===== config.mk =====
export PLATFORM = sky130hd
export DESIGN_NAME = check_dispatcher
export DESIGN_NICKNAME = d
export VERILOG_FILES = /design/src/rtl/check_dispatcher.sv
export SDC_FILE = /design/constraint.sdc
export NUM_CORES = 1
export LEC_CHECK = 0
export BUFFER_PORTS_ARGS = -buffer_cell sky130_fd_sc_hd__buf_2
export CAP_MARGIN = 40
export CORE_MARGIN = 4
export CORE_UTILIZATION = 35
export DETAILED_ROUTE_END_ITERATION = 10
export SETUP_SLACK_MARGIN = 0.1
export SLEW_MARGIN = 30
export SYNTH_ARGS = -nofsm -noshare
export SYNTH_HDL_FRONTEND = slang
export SYNTH_SLANG_ARGS = --single-unit

===== constraint.sdc =====
create_clock -name clk -period 12.3 [get_ports clk]
set_input_delay 0 -clock clk [delete_from_list [all_inputs] [get_ports clk]]
set_output_delay 0 -clock clk [all_outputs]
set_load 0.01 [all_outputs]

===== src/rtl/check_dispatcher.sv =====
// Dispatches target-hash loads and candidate checks to a single hash checker.
// Candidates queue in a small FIFO; loads take priority and share the request bus.
module check_dispatcher #(
   parameter int FIFO_DEPTH = 4,
   parameter int MAX_HASHES = 128,
   parameter int TIMEOUT    = 64
) (
   input  logic         clk,
   input  logic         reset,
   input  logic         load_valid,
   input  logic [127:0] load_hash,
   output logic         load_ready,
   input  logic         cand_valid,
   input  logic [127:0] cand_hash,
   input  logic [31:0]  cand_tag,
   output logic         cand_ready,
   output logic         newrdy,
   output logic         checkrdy,
   output logic [127:0] hash,
   input  logic         resultrdy,
   input  logic         matchfound,
   output logic         match_valid,
   output logic [31:0]  match_tag,
   output logic [7:0]   loaded_count,
   output logic [31:0]  checked_count,
   output logic         timeout_err
);

   localparam int PW = (FIFO_DEPTH > 1) ? $clog2(FIFO_DEPTH) : 1;
   localparam int CW = $clog2(FIFO_DEPTH + 1);
   localparam int TW = $clog2(TIMEOUT + 1);
   localparam logic [CW-1:0] DEPTH_C = CW'(FIFO_DEPTH);
   localparam logic [7:0]    MAX_C   = 8'(MAX_HASHES);
   localparam logic [TW-1:0] T_LAST  = TW'(TIMEOUT - 1);

   typedef enum logic [2:0] {
      IDLE,
      LOAD_PULSE,
      CHECK_PULSE,
      WAIT,
      REPORT
   } state_t;

   state_t          state;
   logic [159:0]    mem [FIFO_DEPTH];
   logic [PW-1:0]   wr_ptr;
   logic [PW-1:0]   rd_ptr;
   logic [CW-1:0]   count;
   logic            load_pend;
   logic [127:0]    load_reg;
   logic            is_load;
   logic [31:0]     cur_tag;
   logic [TW-1:0]   wait_cnt;
   logic            push;
   logic            pop;
   logic            load_fire;

   assign cand_ready = (count < DEPTH_C);
   assign load_ready = !load_pend && (loaded_count < MAX_C);
   assign push       = cand_valid && cand_ready;
   assign load_fire  = load_valid && load_ready;
   // Pending load blocks the pop so loads always win arbitration.
   assign pop        = (state == IDLE) && !load_pend && (count != '0);

   always_ff @(posedge clk) begin
      if (push)
         mem[wr_ptr] <= {cand_tag, cand_hash};
   end

   always_ff @(posedge clk or posedge reset) begin
      if (reset) begin
         wr_ptr <= '0;
         rd_ptr <= '0;
         count  <= '0;
      end else begin
         if (push)
            wr_ptr <= wr_ptr + PW'(1);
         if (pop)
            rd_ptr <= rd_ptr + PW'(1);
         count <= count + CW'(push) - CW'(pop);
      end
   end

   always_ff @(posedge clk or posedge reset) begin
      if (reset) begin
         state         <= IDLE;
         load_pend     <= 1'b0;
         load_reg      <= '0;
         is_load       <= 1'b0;
         cur_tag       <= '0;
         wait_cnt      <= '0;
         newrdy        <= 1'b0;
         checkrdy      <= 1'b0;
         hash          <= '0;
         match_valid   <= 1'b0;
         match_tag     <= '0;
         loaded_count  <= '0;
         checked_count <= '0;
         timeout_err   <= 1'b0;
      end else begin
         if (load_fire) begin
            load_pend <= 1'b1;
            load_reg  <= load_hash;
         end
         case (state)
            IDLE: begin
               if (load_pend) begin
                  newrdy  <= 1'b1;
                  hash    <= load_reg;
                  is_load <= 1'b1;
                  state   <= LOAD_PULSE;
               end else if (pop) begin
                  checkrdy        <= 1'b1;
                  {cur_tag, hash} <= mem[rd_ptr];
                  is_load         <= 1'b0;
                  state           <= CHECK_PULSE;
               end
            end
            LOAD_PULSE: begin
               newrdy   <= 1'b0;
               wait_cnt <= '0;
               state    <= WAIT;
            end
            CHECK_PULSE: begin
               checkrdy <= 1'b0;
               wait_cnt <= '0;
               state    <= WAIT;
            end
            WAIT: begin
               if (resultrdy) begin
                  if (is_load) begin
                     loaded_count <= loaded_count + 8'd1;
                     load_pend    <= 1'b0;
                     state        <= IDLE;
                  end else begin
                     checked_count <= checked_count + 32'd1;
                     match_valid   <= matchfound;
                     if (matchfound)
                        match_tag <= cur_tag;
                     state <= REPORT;
                  end
               end else if (wait_cnt == T_LAST) begin
                  // Silent checker: flag it and drop the request.
                  timeout_err <= 1'b1;
                  if (is_load)
                     load_pend <= 1'b0;
                  state <= IDLE;
               end else begin
                  wait_cnt <= wait_cnt + TW'(1);
               end
            end
            REPORT: begin
               match_valid <= 1'b0;
               state       <= IDLE;
            end
            default: state <= IDLE;
         endcase
      end
   end

endmodule


### Word level (Yosys, flattened, before mapping)

Memories as Yosys holds them, arrays and structs flattened.
Cells that the tools add are included.

| word-level totals | value |
|---|---|
| bits in writable memories | 640 |
| logic and storage cells | 97 |
| input port bits | 294 |
| register bits after elaboration | 383 |
| output and inout port bits | 206 |
| memories kept | 1 |

Memory list:

| memory | words | width | rd ports | clocked after memory_dff | wr ports | RTL line | RTL |
|---|---|---|---|---|---|---|---|
| mem | 4 | 160 | 1 | 0 | 1 | 45 | `logic [159:0] mem [FIFO_DEPTH];` |

| operators by class | value |
|---|---|
| add/sub/neg operators | 7 |
| bitwise logic cells | 3 |
| reductions and logical operators | 25 |
| $lt $le $gt $ge | 2 |
| mux-type cells | 28 |
| equality and inequality tests | 14 |

Operators by type and width:

| cell | count |
|---|---|
| two-way mux 128 bit | 2 |
| adder 32 x 1 -> 32 bit, second input constant | 1 |
| AND reduction 3 bit | 7 |
| two-way mux 3 bit | 5 |
| two-way mux 1 bit | 14 |
| two-way mux 7 bit | 2 |
| != test 2 bit, second input constant | 7 |
| case mux 7 bit (2 select lines) | 1 |
| nonzero test 2 bit | 5 |
| case mux 3 bit (3 select lines) | 1 |
| adder 8 x 1 -> 8 bit, second input constant | 1 |
| < comparator 8 bit, second input constant | 1 |
| adder 7 x 1 -> 7 bit, second input constant | 1 |
| == test 7 x 6 -> 1 bit, second input constant | 1 |
| == test 3 x 2 -> 1 bit, second input constant | 2 |
| != test 3 bit, second input constant | 2 |
| case mux 1 bit (2 select lines) | 3 |
| AND reduction 2 bit | 3 |
| logical AND 1 bit | 5 |
| adder 2 x 1 -> 2 bit, second input constant | 2 |
| AND reduction 4 bit | 1 |
| adder 3 x 1 -> 3 bit | 1 |
| == test 3 x 1 -> 1 bit, second input constant | 1 |
| == test 3 bit, second input constant | 1 |
| 7 further kinds | 9 |

### Logic depth before layout (Yosys ltp)

| logic depth | value |
|---|---|
| depth after elaboration | 8 |
| gate-level depth with buffers | 11 |

### Worst setup path after synthesis

Ideal clock, no wire load.

| timing | value |
|---|---|
| path type | register to register |
| start | register count[2] |
| end | memory mem[0][0], enable pin |
| period minus slack after synthesis | 5.005 ns |
| arrival time | 4.466 ns |
| slack | 7.295 ns |
| stages on the path, launching flop included | 4 |
| setup time | 0.539 ns |
| cell sequence | dfrtp_1 -> nor2b_1 -> clkbuf_1 -> and2_1 |

| on the way | value |
|---|---|
| longest elaborated chain between the ends | 4 |

RTL lines:

| item | RTL line | RTL |
|---|---|---|
| start: declaration | 48 | `logic [CW-1:0] count;` |
| start signal: assignment | 80 | `count <= count + CW'(push) - CW'(pop);` |
| < comparator 3 bit | 58 | `assign cand_ready = (count < DEPTH_C);` |
| logical AND 1 bit | 60 | `assign push = cand_valid && cand_ready;` |
| two-way mux 1 bit | 66 | `if (push)` |
| two-way mux 1 bit (not written as such) | 67 | `mem[wr_ptr] <= {cand_tag, cand_hash};` |
| end: declaration | 45 |  |

Every way passes these cells.

### Final worst setup path

| timing | value |
|---|---|
| start | register load_pend |
| end | register count[2] |

| on the way | value |
|---|---|
| longest elaborated chain between the ends | 4 |

RTL lines:

| item | RTL line | RTL |
|---|---|---|
| start: declaration | 49 | `logic load_pend;` |
| start signal: assignment | 87 | `load_pend <= 1'b0;` |
| start signal: assignment | 102 | `load_pend <= 1'b1;` |
| start signal: assignment | 133 | `load_pend <= 1'b0;` |
| logical NOT 1 bit | 63 | `assign pop = (state == IDLE) && !load_pend && (count != '0);` |
| logical AND 1 bit (2 in series) | 63 |  |
| subtractor 3 x 1 -> 3 bit | 80 |  |

Every way passes these cells.
A chain may end at the register's enable or synchronous reset.

==> metrics.md <==
| Metric | Value |
|---|---|
| Worst setup path class | reg -> reg |
| Cell taking the most area after synthesis | edfxtp_1 |
| GP Congestion | 0.7778 |
| Top_reg_cell synth | edfxtp_1 |
| FF-to-FF Start | load_pend |
| Core box area | between 100000 and 150000 µm² |
| EDFF count, synth | 640 |
| Mapped Cells | around 2100 |
| Worst vdd ir | roughly 0.14 mV |
| Flip-flop count of the largest register after layout | 640 |
| Most frequent cells in the layout | edfxtp_1, buf_2, dfrtp_1 |
| Period utilization | 0.2546 |
| Largest net degree at the start of global routing | between 90 and 100 |
| Die Footprint | 116600 µm² |
| Slew of the pin with the lowest slew margin | approximately 0.8 ns |
| Max-Cap Viols | 0 |
| DRC viols | 0 |
| Commonest non-fill, non-tap cell in the layout | edfxtp_1 |
| Clock sinks | approximately 1000 |
| Slew headroom | 0.4598 |
| Hold Crit Start | cand_tag[6] |
| Crit-path slowest cell | and3b_4 |
| Status | completed |
| Root Driver | clkbuf_16 |
| Post-Layout Inst Area | roughly 50000 µm² |
| Final Net Count | 3234 |
| Total Wirelength | 95470 µm |
| Antenna violations before repair | 10 |
| Routed vias/inst | ~4.8 |
| Fmax | between 300 and 400 MHz |
| Mux contribution to synthesized area | 0.1821 |
| Ports | 500 |
| Buf/Inv on CP | 3 |
| Synth top area cells | edfxtp_1, dfrtp_1, mux4_2 |
| Vias in the first global route | 23713 |
| Non-Filler Instances | 4526 |
| Critical Path AT | ~3.7 ns |
| Xor and xnor area share after synthesis | 0.009898 |
| Drt wl/cell | 21.09 µm |
| Final Skew | between 0.02 and 0.025 ns |
| Rows | ~120 |
| Min cycle time layout | ~3.1 ns |
| Post-DP Area | approximately 44000 µm² |
| PortBufs | between 400 and 500 |
| Layout cells sized above 1 | 0.3592 |
| Hold Path Class | in -> reg |
| Starting Density | 0.3523 |
| Crit path cell chain | buf_4 -> buf_12 -> and3b_4 -> xor2_1 -> ha_1 -> inv_1 -> fa_1 -> xnor2_1 -> xnor2_1 |
| Clock transition at the registers of the reported paths | 0.06 ns |
| Compound-Gate Fraction of Synth Area | 0.02047 |
| Crit. End Element | flip-flop |
| Placed cells | around 4000 |
| Die width | ~340 µm |
| Critical path's top delay family | simple AND/OR/NAND/NOR gates |
| Gr ovfl total | 0 |
| Drt pass-1 iters | 5 |
| Synth cell types | 47 |
| Mapped Area | between 30000 and 40000 µm² |
| TritonCTS buffer count | approximately 110 |
| Post_cts resized | 0 |
| Pwr/cell area | 224.2 nW/µm² |
| Max Slew Vio Count | 0 |
| CTS tree | yes |
| Sequential cell area | between 20000 and 30000 µm² |
| First-pass GRT wire length | between 100000 and 150000 µm |
| Leak | 19.83 nW |
| #FFs+latches synth | ~1000 |
| Area Growth Syn to Fin | 29.09% |
| Gr usage total | 0.1633 |
| Critical Path Fanout Max | 37 |
| Asr flop ratio synth | 0.3744 |
| CP Launch Type | flip-flop |
| Final setup fails | 0 |
| RSZ-0062 raised after global routing | false |
| Routed Antenna Nets | 0 |
| Max Root-Sink Buffers | 3 |
| Most used cell, CP | xnor2_1 |
| Fillers | around 9600 |
| Yosys warnings | 0 |
| Syn_area_per_cell | around 19 µm² |
| Die Y | around 340 µm |
| Detailed placer's ending HPWL | just over 60000 µm |
| Post-synthesis simple-gate area fraction | 0.02780 |
| Required time of the worst setup path | roughly 13 ns |
| Post-synthesis sequential area ratio | 0.7398 |
| H-tree Lvls | 3 |
| Core Util, Final | 0.4548 |
| Clock Latency Late Sink | between 0.6 and 0.7 ns |
| Final hold vios | 0 |
| Area of the multi-input gates | between 9000 and 10000 µm² |
| Setup TNS | 0 ns |
| Postcts setup bufs | 0 |
| Synth Area in Adders | 0.003085 |
| DRT iter0 DRCs | around 1200 |
| Vias after detailed routing | roughly 22000 |
| Top cell type's share of synthesized area | 0.4936 |
| Syn Nets | about 2400 |
| Total Power | 11.27 mW |
| Largest stage delay on the critical path | just under 0.8 ns |
| Critical path launch point | load_pend |
| Main combinational cell family by area after synthesis | multiplexers |
==> cells by family (layout without fill, tap and decap cells) <==
family,count (synthesis),count (layout)
adders and majority gates,9,9
buffers and inverters,124,1087
muxes,484,484
xor gates and xnor gates,44,44
other,0,12
AOI/OAI and AO/OA,151,151
DFF,1023,1023
and+or+nand+nor,228,228
==> synthesized netlist by cell type, types with 2 or more instances <==
library cell / number
buf_1: 10
mux2i_1: 130
nor3_1: 8
a21o_1: 2
edfxtp_1: 640
buf_6: 14
o21ai_0: 128
buf_4: 8
and3b_1: 2
nand4_1: 19
a21oi_1: 3
nand2_1: 141
nor2_1: 7
xor2_1: 6
and4_1: 6
inv_1: 14
o21ai_1: 6
and3_1: 11
a31oi_1: 4
or2_2: 2
mux2_2: 193
mux4_2: 160
xnor2_1: 38
ha_1: 8
dfrtp_1: 383
a21boi_0: 2
and2_1: 10
buf_2: 44
clkbuf_1: 33
nand3_1: 14
==> power breakdown <==
part           internal, mW  leakage (nW)  switching, mW  total (mW)
sequential             4.54          10.6          0.429        4.97
combinational          1.55          7.56           1.60        3.15
clock                  1.82          1.70           1.32        3.14
==> path summary, 6_finish.rpt <==
check	slack, ns	endpoint	cells past startpoint
min in group asynchronous	0.60	load_reg[48]	4
hold reg to reg	0.47	checked_count[31]	1
setup / recovery	9.17	count[2]	9
hold / removal	0.08	mem[1][134]	2
setup reg to reg	9.17	count[2]	9
max in group asynchronous	9.94	match_tag[11]	8
==> cell type report <==
cell class | count | area share
sequential | 1023 | 0.5733
multi-input combinational | 916 | 0.1892
timing repair buffer | 865 | 0.1299
clock buffer | 158 | 0.06099
tap | 1488 | 0.03704
clock inverter | 50 | 0.007718
inverter | 14 | 0.001195
antenna | 12 | 0.0005975
==> layer usage <==
layer | wire length [µm] | global-route usage | share of wire | vias to the layer above
li1 | - | - | - | 9721
met2 | 48920 | 0.2836 | 0.51 | 521
met4 | 2254 | 0.04603 | 0.024 | 0
met5 | 0 | 0 | 0 | -
met3 | 5339 | 0.03942 | 0.056 | 142
met1 | 38960 | 0.2041 | 0.41 | 11302
==> stage by stage <==
| stage | setup slack [ns] | hold WS, ns |
|---|---|---|
| 3_5_place_dp | 8.546 | 0.1754 |
| 5_1_grt | 8.984 | 0.03214 |
| 4_1_cts | 8.541 | 0.002811 |
| 3_3_place_gp | 8.307 | 0.1676 |
| 2_1_floorplan | 1.658 | 0.09887 |
| 6_report | 9.169 | 0.07567 |
==> what timing repair did <==
action | in CTS | in global routing
hold buffers | 311 | 0
endpoints found under the setup margin | 0 | 0
hold endpoints to repair | 878 | 0
Note: power is estimated with default switching activity, not from simulation.
